$ cat config.mk
export PLATFORM = sky130hd
export DESIGN_NAME = pwm_multi_core
export DESIGN_NICKNAME = d
export VERILOG_FILES = /design/src/rtl/pwm_multi_core.sv
export SDC_FILE = /design/constraint.sdc
export NUM_CORES = 1
export LEC_CHECK = 0
export BUFFER_PORTS_ARGS = -buffer_cell sky130_fd_sc_hd__buf_2
export CAP_MARGIN = 5
export CORE_MARGIN = 1.5
export CORE_UTILIZATION = 40
export DETAILED_ROUTE_END_ITERATION = 8
export GPL_TIMING_DRIVEN = 0
export PLACE_DENSITY = 0.58
export SETUP_SLACK_MARGIN = 0.15
export SKIP_CTS_REPAIR_TIMING = 1
export SLEW_MARGIN = 40
export SYNTH_ARGS = -nofsm -noshare
export SYNTH_HDL_FRONTEND = slang
export SYNTH_SLANG_ARGS = --single-unit
$ cat constraint.sdc
create_clock -name clk_i -period 6 [get_ports clk_i]
set_input_delay 1.2 -clock clk_i [delete_from_list [all_inputs] [get_ports clk_i]]
set_output_delay 1.2 -clock clk_i [all_outputs]
set_load 0.02 [all_outputs]
$ cat src/rtl/pwm_multi_core.sv
// pwm_multi_core: multi-channel PWM timer core with edge- or center-aligned counting.
// The counter advances on a prescaler clock-enable. Configuration is held in shadow
// registers that reload only at a period boundary or while the core is disabled.
// Ports:
//   clk_i, rst_i         core clock, asynchronous active-high reset
//   en_i, clr_i          run enable, synchronous clear of prescaler/counter/direction
//   ovie_i, irq_clr_i    overflow interrupt enable, sticky irq clear pulse
//   upd_req_i/upd_ack_o  shadow-load handshake (request held until ack)
//   mode_i, pscr_i, cmp_i, crx_i, pol_i   configuration inputs, shadowed
//   pwm_o, cnt_o, ov_o, irq_o             registered outputs
module pwm_multi_core #(
  parameter int unsigned CH_NUM     = 4,
  parameter int unsigned CNT_WIDTH  = 16,
  parameter int unsigned PSCR_WIDTH = 16
) (
  input  logic                        clk_i,
  input  logic                        rst_i,
  input  logic                        en_i,
  input  logic                        clr_i,
  input  logic                        ovie_i,
  input  logic                        irq_clr_i,
  input  logic                        upd_req_i,
  output logic                        upd_ack_o,
  input  logic                        mode_i,
  input  logic [PSCR_WIDTH-1:0]       pscr_i,
  input  logic [CNT_WIDTH-1:0]        cmp_i,
  input  logic [CH_NUM*CNT_WIDTH-1:0] crx_i,
  input  logic [CH_NUM-1:0]           pol_i,
  output logic [CH_NUM-1:0]           pwm_o,
  output logic [CNT_WIDTH-1:0]        cnt_o,
  output logic                        ov_o,
  output logic                        irq_o
);

  typedef enum logic {DIR_UP = 1'b0, DIR_DOWN = 1'b1} dir_t;

  logic [PSCR_WIDTH-1:0]              pscr_q, pre_q, pre_top;
  logic [CNT_WIDTH-1:0]               cmp_q, cnt_q, cmp_m1, cnt_nxt;
  logic [CH_NUM-1:0][CNT_WIDTH-1:0]   cr_q;
  logic [CH_NUM-1:0]                  pol_q, pwm_q, pwm_nxt;
  logic                               mode_q, ov_q, irq_q, ack_q;
  dir_t                               dir_q, dir_nxt;
  logic                               pre_last, tick, wrap, period_evt, load;

  always_comb begin
    // pscr of 0 behaves as a divide-by-1
    pre_top    = (pscr_q == '0) ? '0 : pscr_q - PSCR_WIDTH'(1);
    pre_last   = (pre_q == pre_top);
    tick       = en_i & ~clr_i & pre_last;
    cmp_m1     = cmp_q - CNT_WIDTH'(1);
    cnt_nxt    = cnt_q;
    dir_nxt    = dir_q;
    wrap       = 1'b0;
    if (cmp_q < CNT_WIDTH'(2)) begin
      cnt_nxt = '0;
      dir_nxt = DIR_UP;
      wrap    = 1'b1;
    end else if (!mode_q) begin
      dir_nxt = DIR_UP;
      if (cnt_q == cmp_m1) begin
        cnt_nxt = '0;
        wrap    = 1'b1;
      end else begin
        cnt_nxt = cnt_q + CNT_WIDTH'(1);
      end
    end else if (dir_q == DIR_UP) begin
      if (cnt_q >= cmp_m1) begin
        // cmp_q==2 has no interior down step: the top of the ramp is also the period end
        if (cmp_m1 == CNT_WIDTH'(1)) begin
          cnt_nxt = '0;
          wrap    = 1'b1;
        end else begin
          cnt_nxt = cmp_q - CNT_WIDTH'(2);
          dir_nxt = DIR_DOWN;
        end
      end else begin
        cnt_nxt = cnt_q + CNT_WIDTH'(1);
      end
    end else begin
      if (cnt_q <= CNT_WIDTH'(1)) begin
        cnt_nxt = '0;
        dir_nxt = DIR_UP;
        wrap    = 1'b1;
      end else begin
        cnt_nxt = cnt_q - CNT_WIDTH'(1);
      end
    end
    period_evt = tick & wrap;
    // ack_q masks the still-held request in the ack cycle so one request loads once
    load       = upd_req_i & ~ack_q & (period_evt | ~en_i);
    pwm_nxt    = pol_q;
    for (int unsigned k = 0; k < CH_NUM; k++) begin
      if (en_i) pwm_nxt[k] = (cnt_q >= cr_q[k]) ^ pol_q[k];
    end
  end

  always_ff @(posedge clk_i or posedge rst_i) begin
    if (rst_i) begin
      pre_q  <= '0;
      cnt_q  <= '0;
      dir_q  <= DIR_UP;
      pscr_q <= '0;
      cmp_q  <= '0;
      cr_q   <= '0;
      pol_q  <= '0;
      mode_q <= 1'b0;
      pwm_q  <= '0;
      ov_q   <= 1'b0;
      irq_q  <= 1'b0;
      ack_q  <= 1'b0;
    end else begin
      if (clr_i || (load && !en_i)) begin
        pre_q <= '0;
        cnt_q <= '0;
        dir_q <= DIR_UP;
      end else if (en_i) begin
        pre_q <= pre_last ? '0 : pre_q + PSCR_WIDTH'(1);
        if (tick) begin
          cnt_q <= cnt_nxt;
          dir_q <= dir_nxt;
        end
      end
      if (load) begin
        pscr_q <= pscr_i;
        cmp_q  <= cmp_i;
        cr_q   <= crx_i;
        pol_q  <= pol_i;
        mode_q <= mode_i;
      end
      ack_q <= load;
      ov_q  <= period_evt;
      pwm_q <= pwm_nxt;
      if (ovie_i && period_evt) irq_q <= 1'b1;
      else if (irq_clr_i)       irq_q <= 1'b0;
    end
  end

  assign upd_ack_o = ack_q;
  assign pwm_o     = pwm_q;
  assign cnt_o     = cnt_q;
  assign ov_o      = ov_q;
  assign irq_o     = irq_q;

endmodule

* Yosys cells after proc, flatten, opt, wreduce, memory -nomap -nowiden
Index checks and enable logic that the tools add are counted.
W data, S select, Z words.
** Cells by class
- Add/sub/neg operators :: 6
- $lt $le $gt $ge :: 7
- Equal/unequal tests :: 3
- Mux-type cells :: 36
- Bitwise operators :: 13
- Reduce and logical (&&, ||, !) cells :: 9
** Operator list (count)
- $mux W16 :: 14
- $ge A16 B16 Y1 :: 5
- $sub A16 B1 Y16 const B :: 3
- $add A16 B1 Y16 const B :: 2
- $eq A16 B16 Y1 :: 2
- $mux W1 :: 22
- $eq A16 B1 Y1 const B :: 1
- $le A16 B1 Y1 const B :: 1
- $logic_not A16 Y1 :: 1
- $lt A16 B2 Y1 const B :: 1
- $sub A16 B2 Y16 const B :: 1
- $reduce_bool A2 Y1 :: 3
- $and A1 B1 Y1 :: 5
- $xor A1 B1 Y1 :: 4
- $not A1 Y1 :: 3
- $logic_and A1 B1 Y1 :: 2
- $reduce_and A2 Y1 :: 1
- $logic_not A1 Y1 :: 1
- $logic_or A1 B1 Y1 :: 1
- $or A1 B1 Y1 :: 1
** Storage, ports and cells
- Flip-flop bits (word level) :: 141
- Input bits :: 108
- Output and inout bits :: 23
- Word-level logic and storage cells :: 89

* Logic depth before layout (Yosys ltp)
Gate-level depths: netlist of run 1.
- Depth after elaboration :: 14
- Depth in mapped cells :: 19
- Gate-level depth less buffers :: 16

* Worst setup path before layout of run 1
No wires, ideal clock.
- Kind :: reg-to-reg
- Start :: register cmp_q[1]
- End :: register cmp_q[10]
- Setup time :: 0.125 ns
- Data arrival time :: 4.127 ns
- Required time :: 5.875 ns
- Slack :: 1.747 ns
- Stages on the path, launching flop included :: 19
- Buffers on the path :: 2
- Period minus slack after synthesis :: 4.253 ns
- Path through :: dfrtp_1 > inv_1 > ha_1 > nor3b_1 > nand2_1 > nor4_1 > xnor2_1 > ha_1 > nand4_1 > nor4_1 > nand2_1 > and3_1 > o31ai_2 > a21oi_1 > nand4b_4 > a21oi_4 > buf_12 > buf_12 > mux2_4
** Between the ends
- Longest elaborated chain between the ends :: 10
- Elaborated cells on any way between the ends :: 14
- Those cells by class :: add/sub (1); order compare (2); eq/ne (2); mux (6); bitwise (3)
** RTL lines
- start, declared :: line 38 : logic [CNT_WIDTH-1:0] cmp_q, cnt_q, cmp_m1, cnt_nxt;
- start signal, assigned :: line 125 : cmp_q <= cmp_i;
- branches (longest 6 deep; another with $sub A16 B1 Y16)
- $mux W1 (*) :: line 54 : if (cmp_q < CNT_WIDTH'(2)) begin
- $and A1 B1 Y1 (*) :: line 88 : period_evt = tick & wrap;
- $or A1 B1 Y1 (*) :: line 90 : load = upd_req_i & ~ack_q & (period_evt | ~en_i);
- $and A1 B1 Y1 (*) :: line 90
Every way passes the cells marked *.
A chain may end at the register's enable or synchronous reset.

* Final worst setup path of run 1
- Start :: register cmp_q[0]
- End :: register cnt_q[9], in the netlist cnt_o[9]
** Between the ends
- Longest elaborated chain between the ends :: 14
- Elaborated cells on any way between the ends :: 29
- Those cells by class :: add/sub (2); order compare (2); eq/ne (2); mux (15); bitwise (3); reduce/logical (5)
** RTL lines
- branches (longest 14 deep; another with $sub A16 B1 Y16)
- end signal, assigned :: line 119 : cnt_q <= cnt_nxt;
- end, declared :: line 38
Parallel ways; which one is timed is not known. The select of a mux whose other input is x is not followed.

==> results of run 1 <==
-- registers in the layout (all words and copies together) (netlist names), 4 cells and up --
register	count
cr_q	64
cmp_q	16
cnt_o	16
pre_q	16
pscr_q	16
pol_q	4
pwm_o	4
-- cell usage in the layout (no fill, tap or decap), types with 7 or more instances in the layout --
| cell type | n |
|---|---|
| a21o_1 | 30 |
| a21oi_1 | 59 |
| and3_1 | 18 |
| buf_12 | 9 |
| buf_2 | 138 |
| clkbuf_1 | 31 |
| clkbuf_16 | 17 |
| dfrtp_1 | 141 |
| ha_1 | 88 |
| inv_1 | 92 |
| mux2_2 | 23 |
| mux2_4 | 79 |
| nand2_1 | 41 |
| nand2b_1 | 15 |
| nand3_1 | 38 |
| nand4_1 | 10 |
| nor2_1 | 53 |
| nor2b_1 | 10 |
| nor3_1 | 20 |
| nor3b_1 | 7 |
| nor4_1 | 13 |
| o21ai_0 | 32 |
| o2bb2ai_1 | 9 |
| o31ai_1 | 8 |
| or3_1 | 14 |
| or4_1 | 12 |
| xnor2_1 | 31 |
| xor2_1 | 19 |
-- worst min path at each step --
stage                        start       end
after floorplan           pol_q[3]  pwm_o[3]
after CTS                 pol_q[3]  pwm_o[3]
after global placement    pol_q[3]  pwm_o[3]
final                     pol_q[3]  pwm_o[3]
after detailed placement  pol_q[3]  pwm_o[3]
after global routing      pol_q[3]  pwm_o[3]
-- metrics by stage --
| stage | hold WS [ns] | total power [mW] |
|---|---|---|
| 2_1_floorplan | 0.443 | 1.73 |
| 3_3_place_gp | 0.456 | 1.90 |
| 3_5_place_dp | 0.457 | 1.93 |
| 4_1_cts | 0.477 | 3.07 |
| 5_1_grt | 0.499 | 3.20 |
| 6_report | 0.475 | 3.05 |
-- layer usage --
metal / share of wire (%) / vias to the layer above / routed length [um]
met5: 0 / - / 0
met4: 2.3 / 0 / 623
met3: 4.7 / 39 / 1290
met2: 47 / 230 / 13000
met1: 46 / 3937 / 12500
li1: - / 4030 / -
-- worst max-delay path, delay by kind of cell (launching register included) --
family / cells / cell delay (ns)
AOI/OAI and AO/OA: 6 / 1.21
adders and majority gates: 2 / 0.49
buffers and inverters: 4 / 1.31
xor gates and xnor gates: 1 / 0.18
and+or+nand+nor: 6 / 1.34
DFF: 1 / 0.47
-- report_power, final --
part,internal [mW],total (mW),switching [mW]
combinational,0.382,0.735,0.353
clock,0.675,1.14,0.462
sequential,1.08,1.18,0.0977
-- cells by family after synthesis --
group,synth area share [%]
AO/OA/AOI/OAI,13.9
XOR/XNOR,4.22
adder cells (fa/ha/maj),10.6
buffers and inverters,7.09
flip-flops,34.0
multiplexers,14.4
AND/OR/NAND/NOR,15.7
-- Yosys cell counts, types with 6 or more instances --
cell / number / area, um^2
o21ai_0: 32 / 160
buf_12: 9 / 180
dfrtp_1: 141 / 3530
mux2_4: 79 / 1190
a21o_1: 30 / 225
nand4_1: 10 / 62.6
xor2_1: 19 / 166
o211ai_1: 6 / 45.0
a211oi_1: 6 / 45.0
nor2_1: 53 / 199
or4_1: 12 / 90.1
inv_1: 93 / 349
a21oi_1: 59 / 295
nand3_1: 38 / 190
mux2_2: 23 / 259
o2bb2ai_1: 9 / 78.8
nor2b_1: 10 / 62.6
nor4_1: 13 / 81.3
nor3_1: 20 / 100
nand2b_1: 15 / 93.8
xnor2_1: 31 / 272
and4_1: 6 / 52.6
clkbuf_1: 31 / 116
nor3b_1: 8 / 60.1
o22ai_1: 6 / 37.5
or3_1: 14 / 87.6
o31ai_1: 8 / 60.1
or2_2: 6 / 37.5
nand2_1: 41 / 154
buf_2: 8 / 40.0
and3_1: 18 / 113
ha_1: 88 / 1100
-- area by class of cell --
| cell class | count | area [um^2] |
|---|---|---|
| inverters | 93 | 357 |
| plain buffers | 54 | 387 |
| clock inverters | 14 | 184 |
| flip-flops and latches | 141 | 3530 |
| multi-input cells | 742 | 6130 |
| repair buffers | 132 | 706 |
| clock buffers | 18 | 439 |
| diodes | 1 | 2.50 |
| fillers | 2412 | 13200 |
| well taps | 330 | 413 |
==> metrics.md, run 1 <==
| Metric | Value |
|---|---|
| M1 GR Usage | 27.9% |
| Top cell by count, worst path | clkbuf_1 |
| Count of final hold-check violations | 0 |
| Clk buf depth | 2 |
| Clock transition at path regs | 0.07 ns |
| Average instance area after synthesis | 10.1 um^2 |
| DR WL/cell | 18.0 um |
| Total I/O pin count | 131 |
| Grt ovf | 0 |
| Worst reg2reg setup slack | 0.91 ns |
| Worst vdd ir | 0.201 mV |
| RePlAce Congestion | 0.869 |
| Layout area overhead | 17.1% |
| Die height | 164 um |
| Max_cap viols | 0 |
| Fin area | 12,100 um^2 |
| CP peak stage delay | 0.48 ns |
| CP max stage cell | clkbuf_1 |
| Finished Layout Cells | 1,525 |
| Hold crit path type | reg -> reg |
| # clock sinks | 141 |
| Mapped Cells | 1,030 |
| Startpoint types | flop |
| # placed instances | 1,492 |
| Crit. End Element | flop |
| Final setup violation count | 0 |
| Vias/cell | 5.40 |
| Tcrit/Tclk final | 84.8% |
| Die area | 26,900 um^2 |
| TritonCTS clock tree | yes |
| Post-synth EDFFs | 0 |
| Tightest Pin Transition | 0.775 ns |
| Final clock skew | 0.0127 ns |
| Global-route wire length before repair | 43,100 um |
| Met3 Use GR | 3.56% |
| Seq/Total Area, Yosys | 34.0% |
| Share of cells above drive strength 1 | 26.1% |
| Pre-CTS setup slack | 0.760 ns |
| Maximum fanout along the worst path | 10 |
| FF-to-FF Start | cmp_q[0] |
| Die Width | 164 um |
| Dpl hpwl | 20,700 um |
| DRT Pass-1 Iters | 5 |
| Placed Area | 11,500 um^2 |
| Leakage | 5.98 nW |
| Yosys reg bits | 141 |
| Vias in the first global route | 7,897 |
| Final design utilization | 47.9% |
| CTS buffer count | 17 |
| First DRT Iteration DRCs | 650 |
| Post-route ant nets | 0 |
| Hold Path Stages | 1 |
| Detailed Route WL | 27,400 um |
| Max Slew Vio Count | 0 |
| Maximum clock frequency | 197 MHz |
| Initial antenna violation count | 0 |
| Library cells used by synthesis | 75 |
| Root buf cell | clkbuf_16 |
| WS Path Type | reg -> reg |
| CP Data Arrival Time | 5.42 ns |
| Port bufs | 130 |
| Layout Nets | 1,377 |
| FP Rows | 58 |
| Ys flop type | dfrtp_1 |
| Global-route usage over all layers | 21.0% |
| Critical-path cell list | inv_1 > ha_1 > or3b_1 > clkbuf_1 > nor2_1 > nand3_1 > xor2_1 > ha_1 > nand4_1 > nor2_1 > a21oi_1 > nand3_1 > o21ai_0 > clkbuf_1 > clkbuf_1 > o21ai_0 > a31oi_1 > a21oi_1 > o2bb2ai_1 |
| Largest net degree at the start of global routing | 54 |
| Fraction of registers with async set or reset after synthesis | 100% |
| RSZ-0062 raised after global routing | false |
| DRC Markers | 0 |
| PnR worst setup slack | 0.911 ns |
| Worst setup startpoint | cmp_q[0] |
| Crit path capture | cnt_o[9] |
| Status | finished clean |
| Final TNS setup | 0 ns |
| Starting Density | 40.9% |
| Most Crowded Layer GR | met2 |
| Worst R2R End | cnt_o[9] |
| PwrDens | 251 nW/um^2 |
| Area of the mapped netlist | 10,400 um^2 |
| Synth warn | 0 |
| Core Region | 25,300 um^2 |
| H-Tree Depth | 4 |
| FF-to-FF path depth | 19 |
| Syn Nets | 1,226 |
| Vias | 8,236 |
| Clock latency on the worst-skew pair | 0.43 ns |
| Minimum clock period | 5.09 ns |
| GRT met2 Usage | 34.5% |
| Relative slew slack | 48.4% |
| Worst path required time | 6.34 ns |
No activity file was read; power rests on OpenSTA's default activity.
==> run 2, diff against run 1 <==
==> constraint.sdc (replaced) <==
create_clock -name clk_i -period 4.8 [get_ports clk_i]
set_input_delay 0.96 -clock clk_i [delete_from_list [all_inputs] [get_ports clk_i]]
set_output_delay 0.96 -clock clk_i [all_outputs]
set_load 0.02 [all_outputs]
==> run 2 against run 1 <==
  * Critical path depth decreased by 1
  * Largest power group unchanged
  * Highest routed layer is now met5
  * Non-clock buffer count increased by 14
  * Critical endpoint is now cmp_q[11]
  * Largest cell class unchanged
  * Sequential share of layout area shrank 0.53 points
==> metrics.md, run 2 (same netlist as run 1, synthesis figures left out) <==
| Metric | Value |
|---|---|
| Vias in the first global route | 8,146 (+3.2%) |
| Final setup violation count | 0 (unchanged) |
| # placed instances | 1,496 (+0.27%) |
| Dpl hpwl | 21,100 um (+2.2%) |
| Die height | 164 um (unchanged) |
| Total I/O pin count | 131 (unchanged) |
| Worst R2R End | cmp_q[11] |
| Vias | 8,414 (+2.2%) |
| Final design utilization | 48.9% (+0.92 points) |
| Crit. End Element | flop |
| CP peak stage delay | 0.44 ns (-0.04 ns) |
| Leakage | 6.07 nW (+1.6%) |
| Port bufs | 130 (unchanged) |
| Die area | 26,900 um^2 (unchanged) |
| # clock sinks | 141 (unchanged) |
| Detailed Route WL | 28,300 um (+3.3%) |
| Initial antenna violation count | 2 (+2) |
| TritonCTS clock tree | yes |
| Number of flip-flops under the largest register name | 64 (unchanged) |
| Critical-path cell list | inv_2 > ha_2 > or3b_1 > clkbuf_4 > o41a_1 > a21oi_2 > ha_1 > nand4_1 > nor4_4 > nand2_1 > and3_4 > o31ai_2 > a21oi_1 > nand4b_4 > a21oi_4 > clkbuf_16 > buf_12 > mux2_4 |
| Worst vdd ir | 0.251 mV (+25%) |
| Max Slew Vio Count | 0 (unchanged) |
| Count of final hold-check violations | 0 (unchanged) |
| Fin area | 12,400 um^2 (+1.9%) |
| Maximum clock frequency | 226 MHz (+15%) |
| PwrDens | 305 nW/um^2 (+22%) |
| Most frequent cells in the layout | dfrtp_1, buf_2, inv_1 |
| Commonest non-fill, non-tap cell in the layout | dfrtp_1 |
| Top reg by flops | cr_q |
| Minimum clock period | 4.43 ns (-0.662 ns) |
| Startpoint types | flop |
| Placed Area | 11,600 um^2 (+0.73%) |
| Worst reg2reg setup slack | 0.37 ns (-0.54 ns) |
| Maximum fanout along the worst path | 10 (unchanged) |
| Starting Density | 40.9% (unchanged) |
| Post-route ant nets | 0 (unchanged) |
| WHS | 0.478 ns (+0.00354 ns) |
| Max_cap viols | 0 (unchanged) |
| WS Path Type | reg -> reg |
| RSZ-0062 raised after global routing | false |
| Hold crit path type | reg -> reg |
| CTS buffer count | 17 (unchanged) |
| FF-to-FF Start | cmp_q[1] |
| CP Data Arrival Time | 4.74 ns (-0.68 ns) |
| Final TNS setup | 0 ns (unchanged) |
| Layout area overhead | 19.4% |
| Largest net degree at the start of global routing | 25 (-54%) |
| Root buf cell | clkbuf_16 |
| Tightest Pin Transition | 0.723 ns (-0.0511 ns) |
| Core Region | 25,300 um^2 (unchanged) |
| DR WL/cell | 18.4 um (+2.4%) |
| Clock transition at path regs | 0.07 ns (about the same) |
| Status | finished clean |
| H-Tree Depth | 4 (unchanged) |
| Worst path required time | 5.12 ns (-1.22 ns) |
| Clk buf depth | 2 (unchanged) |
| CP max stage cell | dfrtp_2 |
| Grt ovf | 0 (unchanged) |
| Layout Nets | 1,391 (+1.0%) |
| DRC Markers | 0 (unchanged) |
| Global-route usage over all layers | 21.6% (+0.64 points) |
| Crit path capture | cmp_q[11] |
| Vias/cell | 5.47 (+1.2%) |
| FP Rows | 58 (unchanged) |
| Final clock skew | 0.0148 ns (+0.00213 ns) |
| First DRT Iteration DRCs | 563 (-13%) |
| Relative slew slack | 51.1% (+2.8 points) |
| Share of cells above drive strength 1 | 28.4% (+2.3 points) |
| Finished Layout Cells | 1,539 (+0.92%) |
| DRT Pass-1 Iters | 5 (unchanged) |
| Worst setup startpoint | cmp_q[1] |
| Tcrit/Tclk final | 92.2% (+7.4 points) |
| Global-route wire length before repair | 44,700 um (+3.5%) |
| Die Width | 164 um (unchanged) |
| Clock latency on the worst-skew pair | 0.44 ns (about the same) |
| RePlAce Congestion | 0.888 (+2.3%) |
| FF-to-FF path depth | 18 (-1) |
[run 2: changes by cell type in the layout (fill, tap and decap cells not counted), sizes merged]
cell,change
buf,+13
clkinvlp,+3
clkinv,-4
bufinv,-2
inv,+3
clkbuf,+1
[run 2: layout make-up]
class | instances | area [um^2]
Tap cell | 330 | 413
Timing Repair Buffer | 146 | 898
Clock inverter | 14 | 148
Buffer | 54 | 394
Clock buffer | 18 | 439
Multi-Input combinational cell | 742 | 6200
Antenna cell | 1 | 2.50
Fill cell | 2398 | 12900
Inverter | 93 | 355
Sequential cell | 141 | 3530
[run 2: report_power, final]
part           internal, mW  total, mW  switching, mW
Combinational         0.497      0.958          0.461
Clock                 0.748       1.35          0.604
Sequential             1.35       1.47          0.123
[run 2: critical path, delay by kind of cell, from the launching register on]
family                   cells  cell delay [ns]
AND/OR/NAND/NOR              6             1.43
adder cells (fa/ha/maj)      2             0.36
buffers and inverters        4             0.67
flip-flops                   1             0.44
multiplexers                 1             0.30
AO/OA/AOI/OAI                5             1.10
[run 2: per-stage QoR]
| stage | power [mW] | worst slack [ns] |
|---|---|---|
| 5_1_grt | 3.99 | 0.145 |
| 3_3_place_gp | 2.38 | -0.450 |
| 3_5_place_dp | 2.42 | -0.429 |
| 2_1_floorplan | 2.16 | 0.547 |
| 6_report | 3.78 | 0.373 |
| 4_1_cts | 3.78 | -0.492 |
[run 2: metal layers]
layer  vias up  GRT usage, %  wire length (um)
met2       171          35.4             13700
met3        43          3.21               958
met4         2          7.64               679
li1       4070             -                 -
met5         -             0                12
met1      4128          28.9             13000
[run 2: how the worst min path moves through the flow]
| stage | slack, ns | cells past startpoint | end | startpoint |
|---|---|---|---|---|
| after floorplan | 0.44 | 1 | pwm_o[3] | pol_q[3] |
| after global placement | 0.45 | 1 | pwm_o[3] | pol_q[3] |
| after detailed placement | 0.46 | 1 | pwm_o[2] | pol_q[2] |
| after CTS | 0.47 | 1 | pwm_o[3] | pol_q[3] |
| after global routing | 0.50 | 1 | pwm_o[1] | pol_q[1] |
| final | 0.48 | 1 | pwm_o[2] | pol_q[2] |
